`src/rtl/reg_port_arb_pkg.sv`:
```
// Shared constants for the register-file port arbiter.
// Default widths and requester indices.
package reg_port_arb_pkg;

    localparam int DATA_W_DEF = 16;
    localparam int AW_DEF     = 3;

    localparam int REQ0 = 0;
    localparam int REQ1 = 1;

endpackage

```
`src/rtl/reg_port_arb_rr_arb2.sv`:
```
// Two-way round-robin arbiter.
// Single pointer bit; grants are combinational and masked during reset.
module rr_arb2
    import reg_port_arb_pkg::*;
(
    input  logic       clk,
    input  logic       rst,
    input  logic [1:0] req_i,
    output logic [1:0] gnt_o
);

    logic       ptr_q;
    logic       ptr_d;
    logic [1:0] gnt;

    always_comb begin
        gnt   = 2'b00;
        ptr_d = ptr_q;
        if (!rst) begin
            if (req_i == 2'b11) begin
                gnt[ptr_q] = 1'b1;
            end else begin
                gnt = req_i;
            end
        end
        // The loser of this grant gets priority next time.
        if (gnt[REQ0]) begin
            ptr_d = 1'b1;
        end else if (gnt[REQ1]) begin
            ptr_d = 1'b0;
        end
    end

    assign gnt_o = gnt;

    always_ff @(posedge clk) begin
        if (rst) begin
            ptr_q <= 1'b0;
        end else begin
            ptr_q <= ptr_d;
        end
    end

endmodule

```
`src/rtl/reg_port_arb.sv`:
```
// Arbitrates two read and two write requesters onto one register-file port
// pair, with a one-cycle read response and same-cycle write bypass.
module reg_port_arb
    import reg_port_arb_pkg::*;
#(
    parameter int DATA_W = DATA_W_DEF,
    parameter int AW     = AW_DEF
) (
    input  logic              clk,
    input  logic              rst,
    input  logic [1:0]        RD_REQ,
    input  logic [AW-1:0]     RD_SR1_0,
    input  logic [AW-1:0]     RD_SR2_0,
    input  logic [AW-1:0]     RD_SR1_1,
    input  logic [AW-1:0]     RD_SR2_1,
    output logic [1:0]        RD_GNT,
    output logic [1:0]        RSP_VALID,
    output logic [DATA_W-1:0] RSP_SR1_DATA,
    output logic [DATA_W-1:0] RSP_SR2_DATA,
    input  logic [1:0]        WR_REQ,
    input  logic [AW-1:0]     WR_DR_0,
    input  logic [AW-1:0]     WR_DR_1,
    input  logic [DATA_W-1:0] WR_DATA_0,
    input  logic [DATA_W-1:0] WR_DATA_1,
    output logic [1:0]        WR_GNT,
    output logic              RF_LD_REG,
    output logic [AW-1:0]     RF_DR,
    output logic [AW-1:0]     RF_SR1,
    output logic [AW-1:0]     RF_SR2,
    output logic [DATA_W-1:0] RF_DATA,
    input  logic [DATA_W-1:0] RF_SR1_OUT,
    input  logic [DATA_W-1:0] RF_SR2_OUT
);

    logic [1:0]        rd_gnt;
    logic [1:0]        wr_gnt;
    logic [1:0]        rsp_vld_q;
    logic              byp1_q;
    logic              byp1_d;
    logic              byp2_q;
    logic              byp2_d;
    logic [DATA_W-1:0] byp_data_q;
    logic              rsp_any;

    rr_arb2 u_rd_arb (
        .clk   (clk),
        .rst   (rst),
        .req_i (RD_REQ),
        .gnt_o (rd_gnt)
    );

    rr_arb2 u_wr_arb (
        .clk   (clk),
        .rst   (rst),
        .req_i (WR_REQ),
        .gnt_o (wr_gnt)
    );

    assign RD_GNT = rd_gnt;
    assign WR_GNT = wr_gnt;

    always_comb begin
        RF_SR1 = '0;
        RF_SR2 = '0;
        unique case (1'b1)
            rd_gnt[REQ0]: begin
                RF_SR1 = RD_SR1_0;
                RF_SR2 = RD_SR2_0;
            end
            rd_gnt[REQ1]: begin
                RF_SR1 = RD_SR1_1;
                RF_SR2 = RD_SR2_1;
            end
            default: ;
        endcase
    end

    always_comb begin
        RF_DR   = '0;
        RF_DATA = '0;
        unique case (1'b1)
            wr_gnt[REQ0]: begin
                RF_DR   = WR_DR_0;
                RF_DATA = WR_DATA_0;
            end
            wr_gnt[REQ1]: begin
                RF_DR   = WR_DR_1;
                RF_DATA = WR_DATA_1;
            end
            default: ;
        endcase
    end

    assign RF_LD_REG = |wr_gnt;

    // The RF returns pre-write data for a same-cycle hit, so forward it.
    assign byp1_d = (|rd_gnt) & RF_LD_REG & (RF_SR1 == RF_DR);
    assign byp2_d = (|rd_gnt) & RF_LD_REG & (RF_SR2 == RF_DR);

    always_ff @(posedge clk) begin
        if (rst) begin
            rsp_vld_q  <= 2'b00;
            byp1_q     <= 1'b0;
            byp2_q     <= 1'b0;
            byp_data_q <= '0;
        end else begin
            rsp_vld_q  <= rd_gnt;
            byp1_q     <= byp1_d;
            byp2_q     <= byp2_d;
            byp_data_q <= RF_DATA;
        end
    end

    assign RSP_VALID = rst ? 2'b00 : rsp_vld_q;
    assign rsp_any   = |RSP_VALID;

    assign RSP_SR1_DATA = !rsp_any ? '0 :
                          byp1_q   ? byp_data_q : RF_SR1_OUT;
    assign RSP_SR2_DATA = !rsp_any ? '0 :
                          byp2_q   ? byp_data_q : RF_SR2_OUT;

endmodule
```
`config.mk`:
```
export PLATFORM = sky130hd
export DESIGN_NAME = reg_port_arb
export DESIGN_NICKNAME = d
export VERILOG_FILES = /design/src/rtl/reg_port_arb_pkg.sv /design/src/rtl/reg_port_arb_rr_arb2.sv /design/src/rtl/reg_port_arb.sv
export SDC_FILE = /design/constraint.sdc
export NUM_CORES = 1
export LEC_CHECK = 0
export ABC_AREA = 1
export CAP_MARGIN = 20
export CORE_MARGIN = 2
export CORE_UTILIZATION = 35
export DETAILED_ROUTE_END_ITERATION = 10
export PLACE_DENSITY_LB_ADDON = 0.08
export SYNTH_ARGS = -nofsm -noshare
export SYNTH_HDL_FRONTEND = slang
export SYNTH_HIERARCHICAL = 1
export SYNTH_SLANG_ARGS = --single-unit
```
`constraint.sdc`:
```
create_clock -name clk -period 1.3 [get_ports clk]
set_input_delay 0.26 -clock clk [delete_from_list [all_inputs] [get_ports clk]]
set_output_delay 0.26 -clock clk [all_outputs]
set_load 0.02 [all_outputs]
```
Word level (Yosys, flattened, before mapping)

Index checks and enable logic that the tools add are counted.

$add $sub $neg: 0
Multiply operators: 0
Divide/modulo/power cells: 0
Order comparisons: 4
Equal/unequal tests: 4
Shifts and indexed selects: 0
Mux-type cells: 21
Bitwise operators: 3
Reduce and logical (&&, ||, !) cells: 7

Operators with widths:

| cell               | count |
|---|---|
| $mux 16            | 4 |
| $pmux 16 s2        | 1 |
| $pmux 3 s2         | 3 |
| $mux 2             | 5 |
| $eq 3x3->1         | 2 |
| $mux 1             | 6 |
| $reduce_or 2->1    | 3 |
| $eq 2x2->1 const B | 2 |
| $lt 1x2->1 const B | 2 |
| $reduce_bool 2->1  | 2 |
| $and 1x1->1        | 3 |
| $demux 1 s1        | 2 |
| $ge 1x1->1 const B | 2 |
| $logic_and 1x1->1  | 2 |

Register bits after elaboration: 22
Bits in latches: 0
RAM bits: 0
ROM bits: 0
Input bits: 88
Output and inout port bits: 64
Logic and storage cells: 45
Memories kept: 0

Logic depth before layout (Yosys ltp)

Depth after elaboration: 9
Depth in mapped cells: 11
Gate-level depth less buffers: 10

Modules after synthesis

Netlist, hierarchy kept.

Modules (own cells, without submodules):

| module       | times used | cells each | area each (µm²) |
|---|---|---|---|
| reg_port_arb | 1          | 273        | 1,961.9 |
| rr_arb2      | 2          | 14         | 75.1 |

Worst setup path after synthesis

No wires, ideal clock.

Path kind: reg-to-output
From: register u_wr_arb.ptr_q
To: output RF_DATA[0]
Arrival time: 1,399 ps
Path slack: -359 ps
Stages on the path, launching flop included: 5
Path buffers: 0
Cells stage by stage: dfxtp_1 -> nor2_1 -> nor2_1 -> inv_2 -> o22ai_1

Cells in the longest elaborated chain, start to end: 7
Elaborated cells on any way between the ends: 8

Ends and longest elaborated chain:

| element                                                        | RTL line                   | text |
|---|---|---|
| from (decl)                                                    | reg_port_arb_rr_arb2.sv:12 | `logic ptr_q;` |
| from (signal assigned)                                         | reg_port_arb_rr_arb2.sv:40 | `ptr_q <= ptr_d;` |
| $lt 1x2->1 (not written as such) or $ge 1x1->1 (tied branches) | reg_port_arb_rr_arb2.sv:21 | `gnt[ptr_q] = 1'b1;` |
| $logic_and 1x1->1 (not written as such)                        | reg_port_arb_rr_arb2.sv:21 |  |
| $mux 1 (not written as such)                                   | reg_port_arb_rr_arb2.sv:21 |  |
| $demux 1 s1 *                                                  | --                         |  |
| $mux 2 *                                                       | reg_port_arb_rr_arb2.sv:20 | `if (req_i == 2'b11) begin` |
| $mux 2 *                                                       | reg_port_arb_rr_arb2.sv:19 | `if (!rst) begin` |
| via WR_GNT[1]                                                  | reg_port_arb.sv:25         | `output logic [1:0] WR_GNT,` |
| $pmux 16 s2 *                                                  | reg_port_arb.sv:81         | `unique case (1'b1)` |
| to (decl)                                                      | reg_port_arb.sv:30         | `output logic [DATA_W-1:0] RF_DATA,` |

Mark *: on every way through the listed nets, which the timed path passes. The rest lies on a longest branch.

Worst setup path after layout

From: register u_wr_arb.ptr_q
To: register byp1_q

Cells in the longest elaborated chain, start to end: 9
Elaborated cells on any way between the ends: 12

Ends and longest elaborated chain:

| element                                                        | RTL line                               | text |
|---|---|---|
| $lt 1x2->1 (not written as such) or $ge 1x1->1 (tied branches) | reg_port_arb_rr_arb2.sv:21             |  |
| $logic_and 1x1->1 (not written as such)                        | reg_port_arb_rr_arb2.sv:21             |  |
| $mux 1 (not written as such)                                   | reg_port_arb_rr_arb2.sv:21             |  |
| $demux 1 s1 *                                                  | --                                     |  |
| $mux 2 *                                                       | reg_port_arb_rr_arb2.sv:20             |  |
| $mux 2 *                                                       | reg_port_arb_rr_arb2.sv:19             |  |
| $pmux 3 s2 or $reduce_or 2->1 (tied branches)                  | reg_port_arb.sv:81, reg_port_arb.sv:94 |  |
| $eq 3x3->1 or $and 1x1->1 (tied branches)                      | reg_port_arb.sv:97                     | `assign byp1_d = (\|rd_gnt) & RF_LD_REG & (RF_SR1 == RF_DR);` |
| $and 1x1->1 *                                                  | reg_port_arb.sv:97                     |  |
| to (signal assigned)                                           | reg_port_arb.sv:108                    | `byp1_q <= byp1_d;` |
| to (decl)                                                      | reg_port_arb.sv:38                     | `logic byp1_q;` |

Mark *: on every way between the ends. The rest lies on a longest branch, timed or not.
A chain may end at the register's enable or synchronous reset.

==> results_dict.tcl <==
set metrics [dict create \
    status "finished with violations" \
    violations "setup timing" \
    seq_area_frac_synth 0.209 \
    critPathKind "reg2reg" \
    ant_nets 0 \
    reg2reg_to "byp1_q$_SDFF_PP0_" \
    min_period_ns 1.73 \
    layout.cells.most_common "buf_6" \
    r2r_cells 14 \
    crit_fanout 4 \
    crit_arrival_ns 1.93 \
    die_w_um 81.7 \
    tightest_slew_ns 0.203 \
    irDropWorstVdd_v 0.000440 \
    min_path_type "in2reg" \
    startpoint "u_wr_arb/ptr_q$_SDFFE_PP0P_" \
    grt-ovfl-total 0 \
    synth-seq-cells 22 \
    multi_input_area_um2 1650 \
    hold_slack_ns 0.388 \
    seqCellArea_um2 455 \
    cts_made_buffers 3 \
    ys_types 18 \
    vias 3029 \
    ff2ff_setup_slack_ns -0.43 \
    dp_slack_ns -1.02 \
    clk_pin_slew_ns 0.09 \
    core-area_um2 5890 \
    final_cell_mix "buf_6, clkdlybuf4s50_1, buf_4" \
    nets 638 \
    diodes 0 \
    drc_errors 0 \
    syn_area_um2 2110 \
    h-tree-depth 1 \
    io_pins 152 \
    hpwlAfterDp_um 5500 \
    initial_utilization 0.359 \
    fmax_mhz 578 \
    setup_viol 79 \
    clk_path_buf_depth 2 \
    dieArea_um2 6670 \
    synthToLayoutAreaGrowth_pct 153 \
    min_period_over_period 1.33 \
    maxCapViolCount 0 \
    worst_path_largest_cell_delay_ns 0.37 \
    fin_util 0.906 \
    wl_per_cell_um 18.2 \
    placementRows 28 \
    hold_buffers 0 \
    rr_startpoint "u_wr_arb/ptr_q$_SDFFE_PP0P_" \
    startpoint_type "flop" \
    cp-endpoint "byp1_q$_SDFF_PP0_" \
    drive_gt1_frac 0.643 \
    p_leak_nw 2.83 \
    grt_max_degree 14 \
    stdcell_area_um2 5340 \
    fin_skew_ns 0.00191 \
    synth_nets 389 \
    powerDensity_nw_per_um2 568 \
    slowest_stage "dfxtp_2" \
    cts_root_buf "clkbuf_8" \
    syn_inst 301 \
    end_kind "flop" \
    antenna_found_initial 0 \
    drv_slew 0 \
    hold_viol_final 0 \
    grt_pass1_vias 2913 \
    clkLatencyLatePin_ns 0.27 \
    path_cells "nand2_2, inv_2, nor2_4, buf_12, buf_6, nand2_2, nand2_2, buf_6, buf_6, inv_2, nor2_1, nor2_1, nand2_1, nor2_1" \
    layout_setup_ws_ns -0.430 \
    dieHeight_um 81.7 \
    power_mw 3.03 \
    grt_usage 0.281 \
    ys_warn_count 6 \
    grt_pass1_wl_um 14200 \
    viasPerCell 4.85 \
    cts_num_sinks 22 \
    required_ns 1.50 \
    tritoncts "built" \
    routabilityCongestion 0.727 \
    place_area_um2 4080 \
    synth.avg_cell_area_um2 7.02 \
    drt-initial-drc-count 129 \
    max_slew_margin 0.864 \
    rsz0062_at_grt "true" \
    routed_wirelength_um 11400 \
    dr.pass1.iters 5 \
    portBuffers 151 \
    fillers 225 \
]
-- through the flow --
step                instances  setup TNS (ns)
detailed placement        566          -68.25
global placement          566          -66.49
global route              624          -26.80
finish                    624          -23.07
CTS                       614          -19.33
floorplan                 301          -0.645
-- layout make-up --
type	count	area share
Sequential cell	22	0.0854
Multi-Input combinational cell	171	0.309
Inverter	95	0.0718
Timing Repair Buffer	256	0.500
Clock buffer	3	0.00774
Clock inverter	1	0.00563
Tap cell	75	0.0176
Timing Repair inverter	1	0.00305
-- worst max-delay path: cells and delay by family, from the launching register on --
family | cells | cell delay [ns]
flip-flops | 1 | 0.37
AND/OR/NAND/NOR | 8 | 0.62
buffers and inverters | 6 | 0.64
-- synthesized netlist by cell type --
library cell | instances | area [µm²]
clkinv_1 | 2 | 7.51
buf_2 | 4 | 20.0
nor2_1 | 20 | 75.1
mux2_4 | 20 | 300
nand4_1 | 3 | 18.8
buf_12 | 2 | 40.0
nand2_1 | 82 | 308
buf_4 | 2 | 15.0
dfxtp_1 | 22 | 440
o22ai_1 | 6 | 37.5
buf_6 | 5 | 56.3
nor2_2 | 12 | 75.1
nand3_1 | 5 | 25.0
inv_2 | 13 | 48.8
o22ai_4 | 10 | 200
inv_1 | 80 | 300
a21oi_2 | 1 | 8.76
mux2_2 | 12 | 135
-- worst min path at each step --
stage | from | end | cells after the start
after global placement | u_wr_arb/ptr_q$_SDFFE_PP0P_ | u_wr_arb/ptr_q$_SDFFE_PP0P_ | 2
after floorplan | WR_REQ[0] | u_wr_arb/ptr_q$_SDFFE_PP0P_ | 2
after global routing | rst | u_wr_arb/ptr_q$_SDFFE_PP0P_ | 4
after detailed placement | u_wr_arb/ptr_q$_SDFFE_PP0P_ | u_wr_arb/ptr_q$_SDFFE_PP0P_ | 2
after CTS | rst | u_wr_arb/ptr_q$_SDFFE_PP0P_ | 4
final | rst | u_wr_arb/ptr_q$_SDFFE_PP0P_ | 4
-- cell families (layout without fill, tap and decap cells) --
kind of cell / Yosys count / after routing / synth area share
AO/OA/AOI/OAI: 17 / 17 / 0.117
buffers and inverters: 108 / 356 / 0.231
flip-flops: 22 / 22 / 0.209
multiplexers: 32 / 32 / 0.206
AND/OR/NAND/NOR: 122 / 122 / 0.238
-- state kept, by name (all words and copies together) (netlist names) --
| name | flops |
|---|---|
| byp2_q | 1 |
| u_rd_arb/ptr_q | 1 |
| u_wr_arb/ptr_q | 1 |
| rsp_vld_q | 2 |
| byp_data_q | 16 |
| byp1_q | 1 |
-- power by group --
| part | internal (mW) | switching [mW] | leakage (nW) |
|---|---|---|---|
| Sequential | 0.702 | 0.0260 | 0.183 |
| Clock | 0.412 | 0.242 | 0.0357 |
| Combinational | 0.924 | 0.725 | 2.61 |
-- timing repair --
action / in CTS / in global routing
hold endpoints to repair: 0 / 0
resized for setup: 480 / 110
pin swaps: 36 / 44
endpoints found under the setup margin: 82 / 82
buffers inserted: 40 / 12
cloned: 6 / 0
-- routing by layer --
| metal | vias up | track usage | wire [µm] |
|---|---|---|---|
| li1 | 1382 | - | - |
| met1 | 1435 | 0.289 | 4000 |
| met2 | 177 | 0.565 | 6140 |
| met3 | 35 | 0.0571 | 794 |
| met4 | 0 | 0.0817 | 429 |
| met5 | - | 0 | 0 |
Note: power is estimated with default switching activity, not from simulation.
